File: src/rtl/aes_ctr_pkg.sv
// Shared types and sizes for the AES-128 CTR sequencer and its IP top level.
package aes_ctr_pkg;

  localparam int AES_BLK_W    = 128;
  localparam int CTR_W_DEF    = 32;
  localparam int ENC_WAIT_DEF = 2;

  typedef enum logic [1:0] {
    S_IDLE = 2'd0,
    S_WAIT = 2'd1,
    S_CALC = 2'd2,
    S_OUT  = 2'd3
  } seq_state_e;

endpackage

File: src/rtl/aes_ctr_sequencer.sv
// Holds key/nonce/counter and drives the combinational AES core as an ENC_WAIT-cycle multicycle path.
// One block in flight: result is valid ENC_WAIT edges after the din handshake and holds until dout_ready.
module aes_ctr_sequencer
  import aes_ctr_pkg::*;
#(
  parameter int ENC_WAIT = ENC_WAIT_DEF,
  parameter int CTR_W    = CTR_W_DEF
) (
  input  logic                       clk,
  input  logic                       rst_n,
  input  logic                       cfg_load,
  input  logic [AES_BLK_W-1:0]       cfg_key,
  input  logic [AES_BLK_W-CTR_W-1:0] cfg_nonce,
  input  logic [CTR_W-1:0]           cfg_ctr,
  input  logic                       din_valid,
  output logic                       din_ready,
  input  logic [AES_BLK_W-1:0]       din_data,
  output logic                       dout_valid,
  input  logic                       dout_ready,
  output logic [AES_BLK_W-1:0]       dout_data,
  output logic [AES_BLK_W-1:0]       enc_key,
  output logic [AES_BLK_W-1:0]       enc_state,
  output logic [AES_BLK_W-1:0]       enc_data,
  input  logic [AES_BLK_W-1:0]       enc_result,
  output logic                       ctr_wrap,
  output logic                       busy
);

  localparam int NONCE_W = AES_BLK_W - CTR_W;
  localparam int CNT_W   = $clog2(ENC_WAIT + 1);
  localparam logic [CNT_W-1:0] WAIT_LAST = CNT_W'(ENC_WAIT - 1);

  seq_state_e             state_q, state_d;
  logic [AES_BLK_W-1:0]   key_q, key_d;
  logic [NONCE_W-1:0]     nonce_q, nonce_d;
  logic [CTR_W-1:0]       ctr_q, ctr_d;
  logic [AES_BLK_W-1:0]   enc_state_q, enc_state_d;
  logic [AES_BLK_W-1:0]   enc_data_q, enc_data_d;
  logic [AES_BLK_W-1:0]   dout_data_q, dout_data_d;
  logic                   dout_valid_q, dout_valid_d;
  logic                   din_ready_q, din_ready_d;
  logic                   ctr_wrap_q, ctr_wrap_d;
  logic [CNT_W-1:0]       wait_cnt_q, wait_cnt_d;

  always_ff @(posedge clk or negedge rst_n) begin
    if (!rst_n) begin
      state_q      <= S_IDLE;
      key_q        <= '0;
      nonce_q      <= '0;
      ctr_q        <= '0;
      enc_state_q  <= '0;
      enc_data_q   <= '0;
      dout_data_q  <= '0;
      dout_valid_q <= 1'b0;
      din_ready_q  <= 1'b0;
      ctr_wrap_q   <= 1'b0;
      wait_cnt_q   <= '0;
    end else begin
      state_q      <= state_d;
      key_q        <= key_d;
      nonce_q      <= nonce_d;
      ctr_q        <= ctr_d;
      enc_state_q  <= enc_state_d;
      enc_data_q   <= enc_data_d;
      dout_data_q  <= dout_data_d;
      dout_valid_q <= dout_valid_d;
      din_ready_q  <= din_ready_d;
      ctr_wrap_q   <= ctr_wrap_d;
      wait_cnt_q   <= wait_cnt_d;
    end
  end

  always_comb begin
    state_d      = state_q;
    key_d        = key_q;
    nonce_d      = nonce_q;
    ctr_d        = ctr_q;
    enc_state_d  = enc_state_q;
    enc_data_d   = enc_data_q;
    dout_data_d  = dout_data_q;
    dout_valid_d = dout_valid_q;
    ctr_wrap_d   = ctr_wrap_q;
    wait_cnt_d   = wait_cnt_q;

    // A reload aborts any in-flight block; its counter value is never consumed.
    if (cfg_load) begin
      key_d        = cfg_key;
      nonce_d      = cfg_nonce;
      ctr_d        = cfg_ctr;
      ctr_wrap_d   = 1'b0;
      dout_valid_d = 1'b0;
      wait_cnt_d   = '0;
      state_d      = S_WAIT;
    end else begin
      unique case (state_q)
        S_WAIT: begin
          if (din_valid && din_ready_q) begin
            enc_data_d  = din_data;
            enc_state_d = {nonce_q, ctr_q};
            wait_cnt_d  = '0;
            state_d     = S_CALC;
          end
        end
        S_CALC: begin
          if (wait_cnt_q == WAIT_LAST) begin
            dout_data_d  = enc_result;
            dout_valid_d = 1'b1;
            ctr_d        = ctr_q + CTR_W'(1);
            if (&ctr_q) ctr_wrap_d = 1'b1;
            wait_cnt_d   = '0;
            state_d      = S_OUT;
          end else begin
            wait_cnt_d = wait_cnt_q + CNT_W'(1);
          end
        end
        S_OUT: begin
          if (dout_ready) begin
            dout_valid_d = 1'b0;
            state_d      = S_WAIT;
          end
        end
        default: ;
      endcase
    end

    // Registered ready: decided from next state so no din_valid/dout_ready path reaches it.
    din_ready_d = (state_d == S_WAIT) && !ctr_wrap_d;
  end

  assign din_ready  = din_ready_q;
  assign dout_valid = dout_valid_q;
  assign dout_data  = dout_data_q;
  assign enc_key    = key_q;
  assign enc_state  = enc_state_q;
  assign enc_data   = enc_data_q;
  assign ctr_wrap   = ctr_wrap_q;
  assign busy       = (state_q == S_CALC) || (state_q == S_OUT);

endmodule

File: config.mk
export PLATFORM = sky130hd
export DESIGN_NAME = aes_ctr_sequencer
export DESIGN_NICKNAME = d
export VERILOG_FILES = /design/src/rtl/aes_ctr_pkg.sv /design/src/rtl/aes_ctr_sequencer.sv
export SDC_FILE = /design/constraint.sdc
export NUM_CORES = 1
export LEC_CHECK = 0
export CAP_MARGIN = 15
export CELL_PAD_IN_SITES_DETAIL_PLACEMENT = 1
export CELL_PAD_IN_SITES_GLOBAL_PLACEMENT = 1
export CORE_AREA = 2 2 400 402
export DETAILED_ROUTE_END_ITERATION = 10
export DIE_AREA = 0 0 402 404
export GPL_ROUTABILITY_DRIVEN = 0
export HOLD_SLACK_MARGIN = 0.03
export MAX_ROUTING_LAYER = met4
export PLACE_DENSITY = 0.51
export SYNTH_ARGS = -nofsm -noshare
export SYNTH_HDL_FRONTEND = slang
export SYNTH_SLANG_ARGS = --single-unit
File: constraint.sdc
create_clock -name clk -period 4 [get_ports clk]
set_input_delay 1.2 -clock clk [delete_from_list [all_inputs] [get_ports clk]]
set_output_delay 1.2 -clock clk [all_outputs]
set_load 0.005 [all_outputs]
==> results.json, run 1 <==
{
  "min_from": "nonce_q[38]",
  "io_buffer_count": 1032,
  "post-route-cell-area_sq_um": 40650,
  "worstReg2RegStart": "state_q[0]",
  "slowest_delay_ps": 680,
  "hold_class": "reg2reg",
  "fin_crit_sh": 0.7772,
  "die_area_sq_um": 162400,
  "period_minus_slack_ps": 3109,
  "synth_fp_nets": 2057,
  "status": "complete, no violations",
  "first_pass_iters": 4,
  "hold_violations": 0,
  "power.leakage_nw": 16.18,
  "core_area_sq_um": 157800,
  "rsz0062_at_grt": "false",
  "crit_path_top_delay_cell": "clkdlybuf4s50_1",
  "post_cts.repair.setup_buffers": 0,
  "path_class": "reg2out",
  "crit_required_ps": 2800,
  "grt_overflow": 0,
  "synth_area_sq_um": 24630,
  "routed_wl_mm": 104.5,
  "rows": 146,
  "setup_tns_ps": 0,
  "seq_area_frac_synth": 0.6575,
  "p_seq_frac": 0.403,
  "cts_tree": "built",
  "cp_num_cells": 1,
  "synth_edf_count": 0,
  "power.share.combinational": 0.235,
  "cts_root_buf": "clkbuf_16",
  "antenna_found_initial": 29,
  "die_w_microns": 402,
  "synth_top_area_frac": 0.6575,
  "ys_ff_latch": 647,
  "vias": 17450,
  "grt_usage": 0.1293,
  "finalSetupViolCount": 0,
  "vdd_drop_max_uv": 277.4,
  "fillers": 17302,
  "start_util": 0.1560,
  "clk_latency_ps": 670,
  "grt_pass1_wl_mm": 146.7,
  "nNetsFinal": 3140,
  "placed_area_sq_um": 37830,
  "switching_power_mw": 5.590,
  "layout-drive-gt1-share": 0.2957,
  "syn_avg_cell_area_sq_um": 16.00,
  "p_sw_frac": 0.2637,
  "hold_buffers": 0,
  "grt_pass1_vias": 19138,
  "cp-endpoint": "busy",
  "yosysMostFrequentCell": "dfrtp_1",
  "die_y_microns": 404,
  "critPathLaunch": "state_q[1]",
  "crit_fanout": 10,
  "worstSetupEndpointType": "primary output",
  "r2r_setup_slack_ps": 1460,
  "powerDensity_nw_per_um2": 521.5,
  "r2r_end": "ctr_wrap",
  "cts_inserted_buffers": 84,
  "finalClockSkew_ps": 34.79,
  "worstPathCellList": "clkdlybuf4s50_1",
  "arrival_ps": 1910,
  "cp-start-kind": "flop",
  "cts_buffer_depth": 3,
  "maxSlewViolCount": 0,
  "fmax_ghz": 0.3217,
  "drt_iter0_drc": 566,
  "dpl.hpwl_mm": 81.35,
  "io_pins": 1033,
  "cts_resized": 0,
  "synth_flop_cell": "dfrtp_1",
  "slew_headroom": 0.4880,
  "yosysTopAreaCell": "dfrtp_1",
  "reg2reg_depth": 4,
  "synth_area_leaders": "dfrtp_1, mux2_2, clkbuf_1",
  "cts.sinks": 647,
  "route.detailed.drc": 0,
  "h-tree-depth": 3,
  "ant_nets": 0,
  "clk_pin_slew_ps": 60,
  "vias_per_cell": 3.654,
  "path_buf_inv": 1,
  "grt_max_degree": 87,
  "yosys_warnings": 0,
  "yosys-top-cells-count": "dfrtp_1, mux2_2, clkbuf_1",
  "cp_top_family": "buffers and inverters",
  "worst_pin_slew_ps": 767.2,
  "ys_async_sr_fraction": 1.000,
  "syn2layout_area_growth_pct": 65.07,
  "p_clk_frac": 0.362,
  "avgRoutedWirePerCell_microns": 21.88,
  "synth.distinct_cells": 36,
  "drv_cap": 0,
  "syn_inst": 1539,
  "intPower_mw": 15.61
}
-- cell families after synthesis --
family | count (synthesis) | synth area share
AOI/OAI and AO/OA | 58 | 0.01570
buffers and inverters | 91 | 0.01606
and+or+nand+nor | 123 | 0.02830
muxes | 609 | 0.2784
DFF | 647 | 0.6575
adders and majority gates | 1 | 0.0005080
xor gates and xnor gates | 10 | 0.003556
-- layout by cell type (no fill, tap or decap), types with 5 or more instances in the layout --
cell / n
xnor2_1: 5
nand3_1: 14
diode_2: 21
buf_4: 30
nor2_1: 22
clkbuf_8: 19
mux2_2: 608
o31ai_1: 15
xor2_1: 5
clkbuf_1: 18
inv_1: 6
dfrtp_1: 647
buf_12: 20
o21ai_0: 13
nand4_1: 12
clkbuf_16: 85
or4_1: 18
clkinv_2: 10
clkdlybuf4s50_1: 1030
a31oi_1: 18
and4_1: 6
nand2_1: 28
-- worst min path at each step --
stage | to | slack, ps | cells after the start
2_1_floorplan | nonce_q[0] | 470 | 1
3_3_place_gp | enc_state[84] | 480 | 1
3_5_place_dp | nonce_q[3] | 490 | 1
4_1_cts | nonce_q[69] | 500 | 1
5_1_grt | nonce_q[83] | 510 | 1
6_report | enc_state[70] | 490 | 1
-- power groups by stage --
stage	Combinational, mW	Sequential, mW	Clock [mW]
6_report	4.99	8.54	7.67
5_1_grt	5.29	8.73	8.25
3_3_place_gp	5.07	8.64	0
3_5_place_dp	5.10	8.67	0
2_1_floorplan	1.31	8.57	0
4_1_cts	5.12	8.58	8.01
-- routing by layer --
metal	up-vias	routed length [microns]	track usage
li1	7722	-	-
met4	0	2623	0.03898
met1	9027	38990	0.1345
met3	148	6981	0.04750
met2	553	55860	0.2270
met5	-	0	-
-- per-stage QoR --
stage / worst slack [ps] / power, mW / util / std cells / hold slack [ps]
finish: 891.2 / 21.20 / 0.2576 / 4775 / 494.5
global placement: 739.4 / 13.71 / 0.2397 / 4608 / 479.2
floorplan: 1408 / 9.884 / - / 1539 / 475.0
global route: 790.0 / 22.28 / 0.2575 / 4773 / 514.5
CTS: 782.1 / 21.71 / 0.2572 / 4754 / 495.2
detailed placement: 728.6 / 13.77 / 0.2397 / 4608 / 490.5
-- cell type report --
type	count	area, sq um	share of cell area
Timing Repair Buffer	1082	10970	0.2697
Inverter	6	22.52	0.0005540
Multi-Input combinational cell	801	8055	0.1982
Sequential cell	647	16190	0.3983
Antenna cell	21	52.55	0.001293
Clock buffer	122	2456	0.06042
Clock inverter	24	316.6	0.007787
Tap cell	2072	2592	0.06377
-- registers in the layout, summed over array words and instances, names as in the netlist --
| register | flops |
|---|---|
| dout_valid | 1 |
| ctr_q | 32 |
| wait_cnt_q | 2 |
| state_q | 2 |
| dout_data | 128 |
| din_ready | 1 |
| enc_data | 128 |
| enc_key | 128 |
| enc_state | 128 |
| ctr_wrap | 1 |
| nonce_q | 96 |
No activity file was read; power rests on OpenSTA's default activity.
==> inputs of run 2 (changes only) <==
Settings changed: PLACE_DENSITY 0.51 to 0.53.
Clock period 4 ns to 2.8 ns, I/O delays scaled along.
==> results.json, run 2 (synthesis gave the netlist of run 1 again) <==
{
  "placed_area_sq_um": 38020,
  "cts_tree": "built",
  "finalClockSkew_ps": 27.81,
  "core_area_sq_um": 157800,
  "fin_crit_sh": 0.9460,
  "worst_hold_path.endpoint": "enc_state[101]",
  "nNetsFinal": 3153,
  "drt_iter0_drc": 586,
  "crit_required_ps": 1960,
  "cts_inserted_buffers": 83,
  "clk_pin_slew_ps": 70,
  "antenna_found_initial": 19,
  "status": "complete, no violations",
  "rows": 146,
  "hold_class": "reg2reg",
  "first_pass_iters": 4,
  "post-route-cell-area_sq_um": 40780,
  "die_area_sq_um": 162400,
  "cp-start-kind": "flop",
  "grt_pass1_wl_mm": 142.0,
  "worstPathCellList": "clkdlybuf4s50_1",
  "io_pins": 1033,
  "die_w_microns": 402,
  "cts.sinks": 647,
  "worst_pin_slew_ps": 661.0,
  "dp_cells": 4621,
  "grt_usage": 0.1237,
  "power.total_mw": 30.01,
  "power.leakage_nw": 16.25,
  "clk_latency_ps": 670,
  "fin_cells": 4786,
  "drv_cap": 0,
  "slowest_delay_ps": 660,
  "h-tree-depth": 3,
  "crit_path_top_delay_cell": "clkdlybuf4s50_1",
  "post_cts.repair.setup_buffers": 0,
  "reg2reg_depth": 4,
  "route.detailed.drc": 0,
  "path_buf_inv": 1,
  "fin_util": 0.2584,
  "syn2layout_area_growth_pct": 65.60,
  "io_buffer_count": 1032,
  "grt_max_degree": 93,
  "worstReg2RegStart": "ctr_q[8]",
  "r2r_setup_slack_ps": 500,
  "cts_root_buf": "clkbuf_16",
  "slew_headroom": 0.5593,
  "vias_per_cell": 3.616,
  "vdd_drop_max_uv": 448.2,
  "mostFrequentLayoutCell": "clkdlybuf4s50_1",
  "vias": 17304,
  "avgRoutedWirePerCell_microns": 20.93,
  "rsz0062_at_grt": "false",
  "die_y_microns": 404,
  "dpl.hpwl_mm": 78.25,
  "ant_nets": 0,
  "fmax_ghz": 0.3775,
  "crit_fanout": 10,
  "grt_overflow": 0,
  "path_class": "reg2out",
  "grt_pass1_vias": 19135,
  "powerDensity_nw_per_um2": 735.8,
  "layout-drive-gt1-share": 0.2978,
  "worstSetupEndpointType": "primary output",
  "r2r_end": "ctr_q[30]",
  "whs_path_depth": 1,
  "start_util": 0.1560,
  "hold_violations": 0,
  "min_from": "nonce_q[69]",
  "cp_top_family": "buffers and inverters",
  "routed_wl_mm": 100.2,
  "cts_buffer_depth": 3,
  "arrival_ps": 1810,
  "maxSlewViolCount": 0,
  "layout_common_cells": "clkdlybuf4s50_1, dfrtp_1, mux2_2, clkbuf_16, buf_4",
  "period_minus_slack_ps": 2649,
  "hold_ws_ps": 495.9,
  "finalSetupViolCount": 0
}
-- run 2: changes by cell type in the layout (fill, tap and decap cells not counted), sizes merged --
| cell | previous run | this run |
|---|---|---|
| buf | 52 | 65 |
| dlygate4sd3 | 0 | 1 |
| bufinv | 4 | 2 |
| clkinvlp | 3 | 0 |
| clkbuf | 122 | 124 |
-- run 2: what timing repair did --
action                                 in CTS  in global routing
endpoints found under the hold margin      12                  0
hold buffers                                1                  0
setup endpoints to repair                   1                  0
gates resized for setup                     1                  0
-- run 2: stage by stage --
step / setup TNS (ps) / setup WS (ps)
2_1_floorplan: 0 / 568.4
3_3_place_gp: -21.21 / -3.844
3_5_place_dp: -419.4 / -18.04
4_1_cts: 0 / 30.90
5_1_grt: 0 / 9.568
6_report: 0 / 151.2
-- run 2: report_power, final --
part | internal, mW | switching, mW
clock network | 6.28 | 4.34
logic | 4.74 | 2.38
registers | 11.1 | 1.14
-- run 2: how the worst max path moves through the flow --
stage / depth (start not counted) / start / to / slack (ps)
6_report: 1 / state_q[1] / busy / 150
5_1_grt: 1 / enc_data[9] / enc_data[9] / 10
4_1_cts: 1 / state_q[1] / busy / 30
3_5_place_dp: 6 / din_valid / enc_data[78] / -20
3_3_place_gp: 6 / din_valid / enc_data[10] / -4
2_1_floorplan: 4 / cfg_load / enc_key[49] / 570
-- run 2: cell type report --
cell class | instances | area (sq um)
Clock buffer | 124 | 2464
Sequential cell | 647 | 16190
Tap cell | 2072 | 2592
Inverter | 6 | 22.52
Fill cell | 17236 | 117100
Clock inverter | 19 | 230.2
Timing Repair Buffer | 1096 | 11170
Multi-Input combinational cell | 801 | 8055
Antenna cell | 21 | 52.55
-- run 2: routing by layer --
layer | vias to the layer above | GRT usage | part of all wire
li1 | 7744 | - | -
met1 | 8919 | 0.1356 | 0.39
met2 | 510 | 0.2089 | 0.51
met3 | 131 | 0.04442 | 0.071
met4 | 0 | 0.03872 | 0.028
met5 | - | - | 0
==> inputs of run 3 (changes only) <==
Settings changed: SLEW_MARGIN set to 20.
==> results of run 3 <==
The final DEF is identical to that of run 2; final timing and power are the same.
